`src/rtl/cp_pkg.sv`:
```
// cp_pkg: shared widths, the fetch-queue entry type and small helpers for the fetch stage.
`default_nettype none

package cp_pkg;

   localparam int XLEN = 32;
   localparam int ILEN = 32;

   localparam logic [ILEN-1:0] CP_NOP = 32'h0000_0013;

   typedef struct packed {
      logic [ILEN-1:0] instr;
      logic [XLEN-1:0] pc;
   } fetch_entry_t;

   function automatic logic [XLEN-1:0] word_align(input logic [XLEN-1:0] addr);
      return {addr[XLEN-1:2], 2'b00};
   endfunction

endpackage

`default_nettype wire

```
`src/rtl/cp_fetch_fifo.sv`:
```
// cp_fetch_fifo: synchronous FIFO with occupancy count, flush and combinational head read.
`default_nettype none

module cp_fetch_fifo #(
   parameter int WIDTH = 32,
   parameter int DEPTH = 2
) (
   input  logic                       clk_i,
   input  logic                       rst_ni,
   input  logic                       flush,
   input  logic                       push,
   input  logic [WIDTH-1:0]           wdata,
   input  logic                       pop,
   output logic [WIDTH-1:0]           rdata,
   output logic [$clog2(DEPTH+1)-1:0] count
);

   localparam int PTR_W = (DEPTH > 1) ? $clog2(DEPTH) : 1;
   localparam int CNT_W = $clog2(DEPTH + 1);

   logic [WIDTH-1:0] mem [DEPTH];
   logic [PTR_W-1:0] rd_ptr;
   logic [PTR_W-1:0] wr_ptr;
   logic [CNT_W-1:0] cnt;
   logic             empty;
   logic             full;
   logic             do_push;
   logic             do_pop;

   // Explicit wrap so depths that are not a power of two still work.
   function automatic logic [PTR_W-1:0] next_ptr(input logic [PTR_W-1:0] p);
      return (p == PTR_W'(DEPTH - 1)) ? '0 : p + PTR_W'(1);
   endfunction

   assign empty   = (cnt == '0);
   assign full    = (cnt == CNT_W'(DEPTH));
   assign do_pop  = pop && !empty;
   assign do_push = push && (!full || do_pop);
   assign rdata   = mem[rd_ptr];
   assign count   = cnt;

   always_ff @(posedge clk_i) begin
      if (do_push && !flush) begin
         mem[wr_ptr] <= wdata;
      end
   end

   always_ff @(posedge clk_i or negedge rst_ni) begin
      if (!rst_ni) begin
         rd_ptr <= '0;
         wr_ptr <= '0;
         cnt    <= '0;
      end else if (flush) begin
         rd_ptr <= '0;
         wr_ptr <= '0;
         cnt    <= '0;
      end else begin
         if (do_push) begin
            wr_ptr <= next_ptr(wr_ptr);
         end
         if (do_pop) begin
            rd_ptr <= next_ptr(rd_ptr);
         end
         if (do_push && !do_pop) begin
            cnt <= cnt + CNT_W'(1);
         end else if (!do_push && do_pop) begin
            cnt <= cnt - CNT_W'(1);
         end
      end
   end

endmodule

`default_nettype wire

```
`src/rtl/cp_instr_fetch.sv`:
```
// cp_instr_fetch: PC owner, credit-based imem issue, in-order instruction queue and redirect flush.
// Optional macro CP_FETCH_PERF_EN adds fetch_cnt_o / stall_cnt_o performance counters.
`default_nettype none

module cp_instr_fetch
   import cp_pkg::*;
#(
   parameter logic [31:0] RESET_PC   = 32'h0000_0000,
   parameter int          FIFO_DEPTH = 2,
   parameter int          MAX_OUTST  = 2
) (
   input  logic        clk_i,
   input  logic        rst_ni,
   output logic        imem_req_o,
   output logic [31:0] imem_addr_o,
   input  logic        imem_gnt_i,
   input  logic        imem_rvalid_i,
   input  logic [31:0] imem_rdata_i,
   input  logic        redirect_i,
   input  logic [31:0] redirect_pc_i,
   output logic        instr_valid_o,
   input  logic        instr_ready_i,
   output logic [31:0] instr_data_o,
   output logic [31:0] pc_o
`ifdef CP_FETCH_PERF_EN
   ,
   output logic [31:0] fetch_cnt_o,
   output logic [31:0] stall_cnt_o
`endif
);

   localparam int QCNT_W = $clog2(FIFO_DEPTH + 1);
   localparam int TCNT_W = $clog2(MAX_OUTST + 1);
   // Issue credit ignores words still to be discarded, so repeated redirects can
   // stack more than MAX_OUTST discards; give that counter generous headroom.
   localparam int DISC_W = TCNT_W + 4;

   logic [XLEN-1:0]   pc_q;
   logic [DISC_W-1:0] discard;
   logic [TCNT_W-1:0] outstanding;
   logic [QCNT_W-1:0] q_count;
   fetch_entry_t      q_wdata;
   fetch_entry_t      q_rdata;
   logic [XLEN-1:0]   tag_pc;
   logic              issue_ok;
   logic              issue;
   logic              rsp_take;
   logic              rsp_drop;
   logic              rsp_inflight;
   logic              handoff;
   logic              unused_pc_bits;

   assign unused_pc_bits = ^redirect_pc_i[1:0];

   assign issue_ok = rst_ni && !redirect_i
                     && ((int'(q_count) + int'(outstanding)) < FIFO_DEPTH)
                     && (int'(outstanding) < MAX_OUTST);
   assign issue    = issue_ok && imem_gnt_i;

   assign rsp_drop     = imem_rvalid_i && (discard != '0);
   assign rsp_take     = imem_rvalid_i && (discard == '0) && (outstanding != '0);
   assign rsp_inflight = imem_rvalid_i && ((discard != '0) || (outstanding != '0));

   assign imem_req_o  = issue_ok;
   assign imem_addr_o = pc_q;

   assign instr_valid_o = (q_count != '0);
   assign instr_data_o  = instr_valid_o ? q_rdata.instr : '0;
   assign pc_o          = instr_valid_o ? q_rdata.pc    : '0;
   assign handoff       = instr_valid_o && instr_ready_i;

   assign q_wdata.instr = imem_rdata_i;
   assign q_wdata.pc    = tag_pc;

   cp_fetch_fifo #(
      .WIDTH ($bits(fetch_entry_t)),
      .DEPTH (FIFO_DEPTH)
   ) u_instr_q (
      .clk_i  (clk_i),
      .rst_ni (rst_ni),
      .flush  (redirect_i),
      .push   (rsp_take),
      .wdata  (q_wdata),
      .pop    (handoff),
      .rdata  (q_rdata),
      .count  (q_count)
   );

   // The tag queue occupancy is, by construction, the live outstanding count.
   cp_fetch_fifo #(
      .WIDTH (XLEN),
      .DEPTH (MAX_OUTST)
   ) u_tag_q (
      .clk_i  (clk_i),
      .rst_ni (rst_ni),
      .flush  (redirect_i),
      .push   (issue),
      .wdata  (pc_q),
      .pop    (rsp_take),
      .rdata  (tag_pc),
      .count  (outstanding)
   );

   always_ff @(posedge clk_i or negedge rst_ni) begin
      if (!rst_ni) begin
         pc_q <= RESET_PC;
      end else if (redirect_i) begin
         pc_q <= word_align(redirect_pc_i);
      end else if (issue) begin
         pc_q <= pc_q + 32'd4;
      end
   end

   // On redirect every live request becomes a discard, less one arriving right now.
   always_ff @(posedge clk_i or negedge rst_ni) begin
      if (!rst_ni) begin
         discard <= '0;
      end else if (redirect_i) begin
         discard <= discard + DISC_W'(outstanding) - DISC_W'(rsp_inflight);
      end else if (rsp_drop) begin
         discard <= discard - DISC_W'(1);
      end
   end

`ifdef CP_FETCH_PERF_EN
   always_ff @(posedge clk_i or negedge rst_ni) begin
      if (!rst_ni) begin
         fetch_cnt_o <= '0;
         stall_cnt_o <= '0;
      end else begin
         if (handoff) begin
            fetch_cnt_o <= fetch_cnt_o + 32'd1;
         end
         if (instr_ready_i && !instr_valid_o) begin
            stall_cnt_o <= stall_cnt_o + 32'd1;
         end
      end
   end
`else
   // No performance counters in this build.
`endif

   a_outst_bound : assert property (@(posedge clk_i) disable iff (!rst_ni)
      int'(outstanding) <= MAX_OUTST);

   a_rvalid_expected : assert property (@(posedge clk_i) disable iff (!rst_ni)
      imem_rvalid_i |-> ((outstanding != '0) || (discard != '0)));

endmodule

`default_nettype wire

```
`config.mk`:
```
export PLATFORM = sky130hd
export DESIGN_NAME = cp_instr_fetch
export DESIGN_NICKNAME = d
export VERILOG_FILES = /design/src/rtl/cp_pkg.sv /design/src/rtl/cp_fetch_fifo.sv /design/src/rtl/cp_instr_fetch.sv
export SDC_FILE = /design/constraint.sdc
export NUM_CORES = 1
export LEC_CHECK = 0
export BUFFER_PORTS_ARGS = -buffer_cell sky130_fd_sc_hd__clkbuf_2
export CAP_MARGIN = 20
export CORE_AREA = 8 8 196 105
export CTS_CLUSTER_SIZE = 14
export DETAILED_ROUTE_END_ITERATION = 8
export DIE_AREA = 0 0 204 113
export GPL_ROUTABILITY_DRIVEN = 0
export GPL_TIMING_DRIVEN = 0
export PLACE_DENSITY_LB_ADDON = 0.2
export SLEW_MARGIN = 30
export SYNTH_ARGS = -nofsm -noshare
export SYNTH_HDL_FRONTEND = slang
export SYNTH_SLANG_ARGS = --single-unit
```
`constraint.sdc`:
```
create_clock -name clk_i -period 7.5 [get_ports clk_i]
set_clock_uncertainty 0.15 [all_clocks]
set_input_delay 1.125 -clock clk_i [delete_from_list [all_inputs] [get_ports clk_i]]
set_output_delay 1.125 -clock clk_i [all_outputs]
set_load 0.01 [all_outputs]
```
==> results.tsv <==
stage	metric	value	unit
timing	Pins Over Slew Limit	0	
critical_path	CP Capture Type	flip-flop	
synth	sequential-to-total area share from yosys stat	67.84	%
detailed_routing	DRT iter0 DRCs	620	
critical_path	WP data arrival	4430	ps
status	status	completed	
timing	Rel. slew slack	48.55	%
cells_and_area	Util after Layout	65.62	%
global_route	total gr overflow	0	
critical_path	Worst R2R Path Depth	13	
synth	Ys Warns	0	
synth	Avg Inst Size Synth	13.82	um^2
cts	clk root buf	clkbuf_16	
cts	TritonCTS clock tree	built	
cts	CTS Buffer Depth	3	
die	# IOs	168	
cells_and_area	area delta synth->final	20.02	%
die	Chip Width	204	um
synth	predominant post-synthesis flop cell	edfxtp_1	
cells_and_area	ANT cells	0	
hold_path	worst hold-check path type	flip-flop to flip-flop	
timing	Tmin final	4386	ps
placed_design	placed cell areas	0.01111	mm^2
cts	CTS H-tree lvls	1	
synth	Yosys reg bits	228	
run	Max Cap Viol	0	
detailed_routing	WL final	23.85	mm
timing	Peak Freq	0.2280	GHz
timing	Tightest Pin Transition	771.0	ps
global_route	first-pass GRT wire length	36.98	mm
critical_path	critical path class	flip-flop to flip-flop	
critical_path	most used cell, CP	buf_4	
detailed_routing	drt first pass iters	5	
cts	# clock sinks	228	
cts	clock latency on the worst-skew pair	500	ps
timing	Final Hold Viols	0	
power	leakage power	4.424	nW
power	Comb power frac	12.9	%
timing	RSZ-0062 raised after global routing	no	
global_route	GRT Util Overall	20.22	%
cts	Post-CTS Setup Repair Bufs	0	
synth	Post-synth EDFFs	184	
critical_path	RR Startpoint	discard[3]	
cells_and_area	most frequent cells in the layout	184 x edfxtp_1, 160 x clkbuf_2, 85 x nor2_1	
die	chip height	113	um
power	Pint	0.002103	W
die	FP Rows	35	
critical_path	Stages on worst setup path	13	
detailed_routing	via count	6554	
critical_path	worst path buffer plus inverter count	8	
critical_path	startpoint types	flip-flop	
timing	Tcrit/Tclk final	58.48	%
power	Tot Pwr	0.002811	W
cells_and_area	commonest non-fill, non-tap cell in the layout	edfxtp_1	
critical_path	Critical Path RT	7550	ps
critical_path	worst reg-to-reg setup slack	3110	ps
hold_path	hold-critical path endpoint	u_tag_q.mem[1][14]	
cts	CTS Hold Bufs	0	
synth	Netlist cell types	50	
timing	# setup viols final	0	
die	Starting Density	54.67	%
power	PwrDens	239.7	mW/mm^2
power	clock network fraction of design power	34.6	%
power	NetSw	0.0007076	W
hold_path	Cells on Worst Hold Path	0	
synth	Synth Instances	707	
power	Seq pwr share	52.5	%
cts	PostCTS Resize Cnt	0	
synth	asr flop ratio synth	19.30	%
synth	Cell Area, Synth	0.009768	mm^2
critical_path	Worst path slowest cell	nor2_1	
die	die footprint	0.02305	mm^2
cts	clock-pin slew on the worst setup and hold paths	60	ps
critical_path	crit-path leading delay family	buffers and inverters	
placed_design	HPWL after DPL	17.68	mm
critical_path	largest stage delay on the critical path	620	ps
detailed_routing	drt wl/cell	20.42	um
global_route	initial antenna violation count	0	
hold_path	hold_sp	imem_addr_o[14]	
power	maximum vdd ir drop	0.0001793	V
cells_and_area	FILL cells	1328	
die	core box area	0.01787	mm^2
global_route	largest net degree at the start of global routing	46	
global_route	number of global-route vias before repair	6691	
cells_and_area	share of cells above drive strength 1	27.80	%
detailed_routing	Via density	5.611	
critical_path	CP Cell Sequence	inv_1 -> ha_1 -> nand3_1 -> nor2_1 -> o21ai_0 -> nor3b_2 -> buf_4 -> buf_4 -> buf_4 -> buf_4 -> buf_6 -> buf_4 -> buf_4	
critical_path	worst r2r dst	u_instr_q.mem[1][26]	
cells_and_area	Final Instance Area	0.01172	mm^2
detailed_routing	DRC Markers	0	
cts	Num CTS Buffers	21	
detailed_routing	Routed Antenna Nets	0	
critical_path	critical path fanouts, max	9	
placed_design	I/O Buffers	161	
power	Sw Share	25.17	%
cells_and_area	fin nets	999	
-- Yosys cell counts, drive strengths merged, types with 7 or more instances --
library cell,number,area [um^2]
o21ai,22,110.1
edfxtp,184,5525
dfrtp,44,1101
mux2i,63,630.6
and2,9,56.30
nand2,40,150.1
a21oi,15,75.07
ha,13,162.7
nand4,11,75.07
o211ai,13,97.59
nand3,33,175.2
clkbuf,19,71.32
mux2,30,337.8
buf,18,97.59
nor3,8,40.04
inv,19,71.32
o311ai,9,78.83
nor2,87,326.6
xnor2,12,105.1
or4,7,52.55
-- per-stage QoR --
step	instances	setup WS (ps)	TNS, ps	hold slack, ps
3_3_place_gp	1111	-2908	-328400	363.1
2_1_floorplan	710	369.8	0	369.3
6_report	1168	3114	0	369.1
3_5_place_dp	1131	2676	0	343.9
5_1_grt	1168	2876	0	383.8
4_1_cts	1168	3096	0	360.9
-- routing by layer --
metal	up-vias	GRT usage [%]	routed length (um)
met2	272	31.82	10740
met4	0	4.726	541
met5	-	0	0
li1	3039	-	-
met1	3193	27.76	10460
met3	50	5.533	2110
-- worst max-delay path by stage --
| stage | start | slack (ps) | to |
|---|---|---|---|
| 5_1_grt | discard[3] | 2880 | u_instr_q.mem[1][3] |
| 4_1_cts | discard[3] | 3100 | u_instr_q.mem[1][26] |
| 2_1_floorplan | imem_rvalid_i | 370 | u_instr_q.mem[1][10] |
| 6_report | discard[3] | 3110 | u_instr_q.mem[1][26] |
| 3_3_place_gp | imem_rvalid_i | -2910 | u_instr_q.mem[1][28] |
| 3_5_place_dp | imem_rvalid_i | 2680 | u_instr_q.mem[1][26] |
-- power groups by stage --
stage	logic (W)	registers, W	clock network, W
after global placement	0.000327	0.00150	0
after detailed placement	0.000357	0.00150	0
final	0.000363	0.00148	0.000972
after global routing	0.000406	0.00148	0.00104
after floorplan	0.000234	0.00149	0
after CTS	0.000361	0.00147	0.000988
-- registers in the layout, indices dropped and copies added (netlist names) --
register and cells:
discard 6, imem_addr_o 30, u_instr_q.count 2, u_instr_q.mem 124
u_instr_q.rd_ptr 1, u_instr_q.wr_ptr 1, u_tag_q.count 2, u_tag_q.mem 60
u_tag_q.rd_ptr 1, u_tag_q.wr_ptr 1
-- cell families (layout without fill, tap and decap cells) --
family                     after synthesis  after routing  synth area share [%]
AOI/OAI and AO/OA                       83             83                 5.649
xor gates and xnor gates                15             15                 1.345
adders and majority gates               15             15                 2.075
buffers and inverters                   56            274                 2.459
DFF                                    228            228                 67.84
muxes                                   93             93                 9.914
other                                    1              4               0.03839
and+or+nand+nor                        216            216                 10.68
-- layout make-up --
type	count	area [um^2]	area share, %
plain buffers	37	168.9	1.441
flip-flops and latches	228	6626	56.52
inverters	19	71.32	0.6083
clock buffers	31	573.1	4.888
clock inverters	6	36.28	0.3095
repair buffers	181	1013	8.645
well taps	240	300.3	2.561
multi-input cells	426	2934	25.03
-- worst register-to-register path: cells and delay by family, from the launching register on --
kind	cells	cell delay, ps
fa+ha+maj	1	210
simple gates	3	1420
buf+inv	8	1500
flops	1	410
compound gates	1	390
Power figures use the tool's default switching activity.
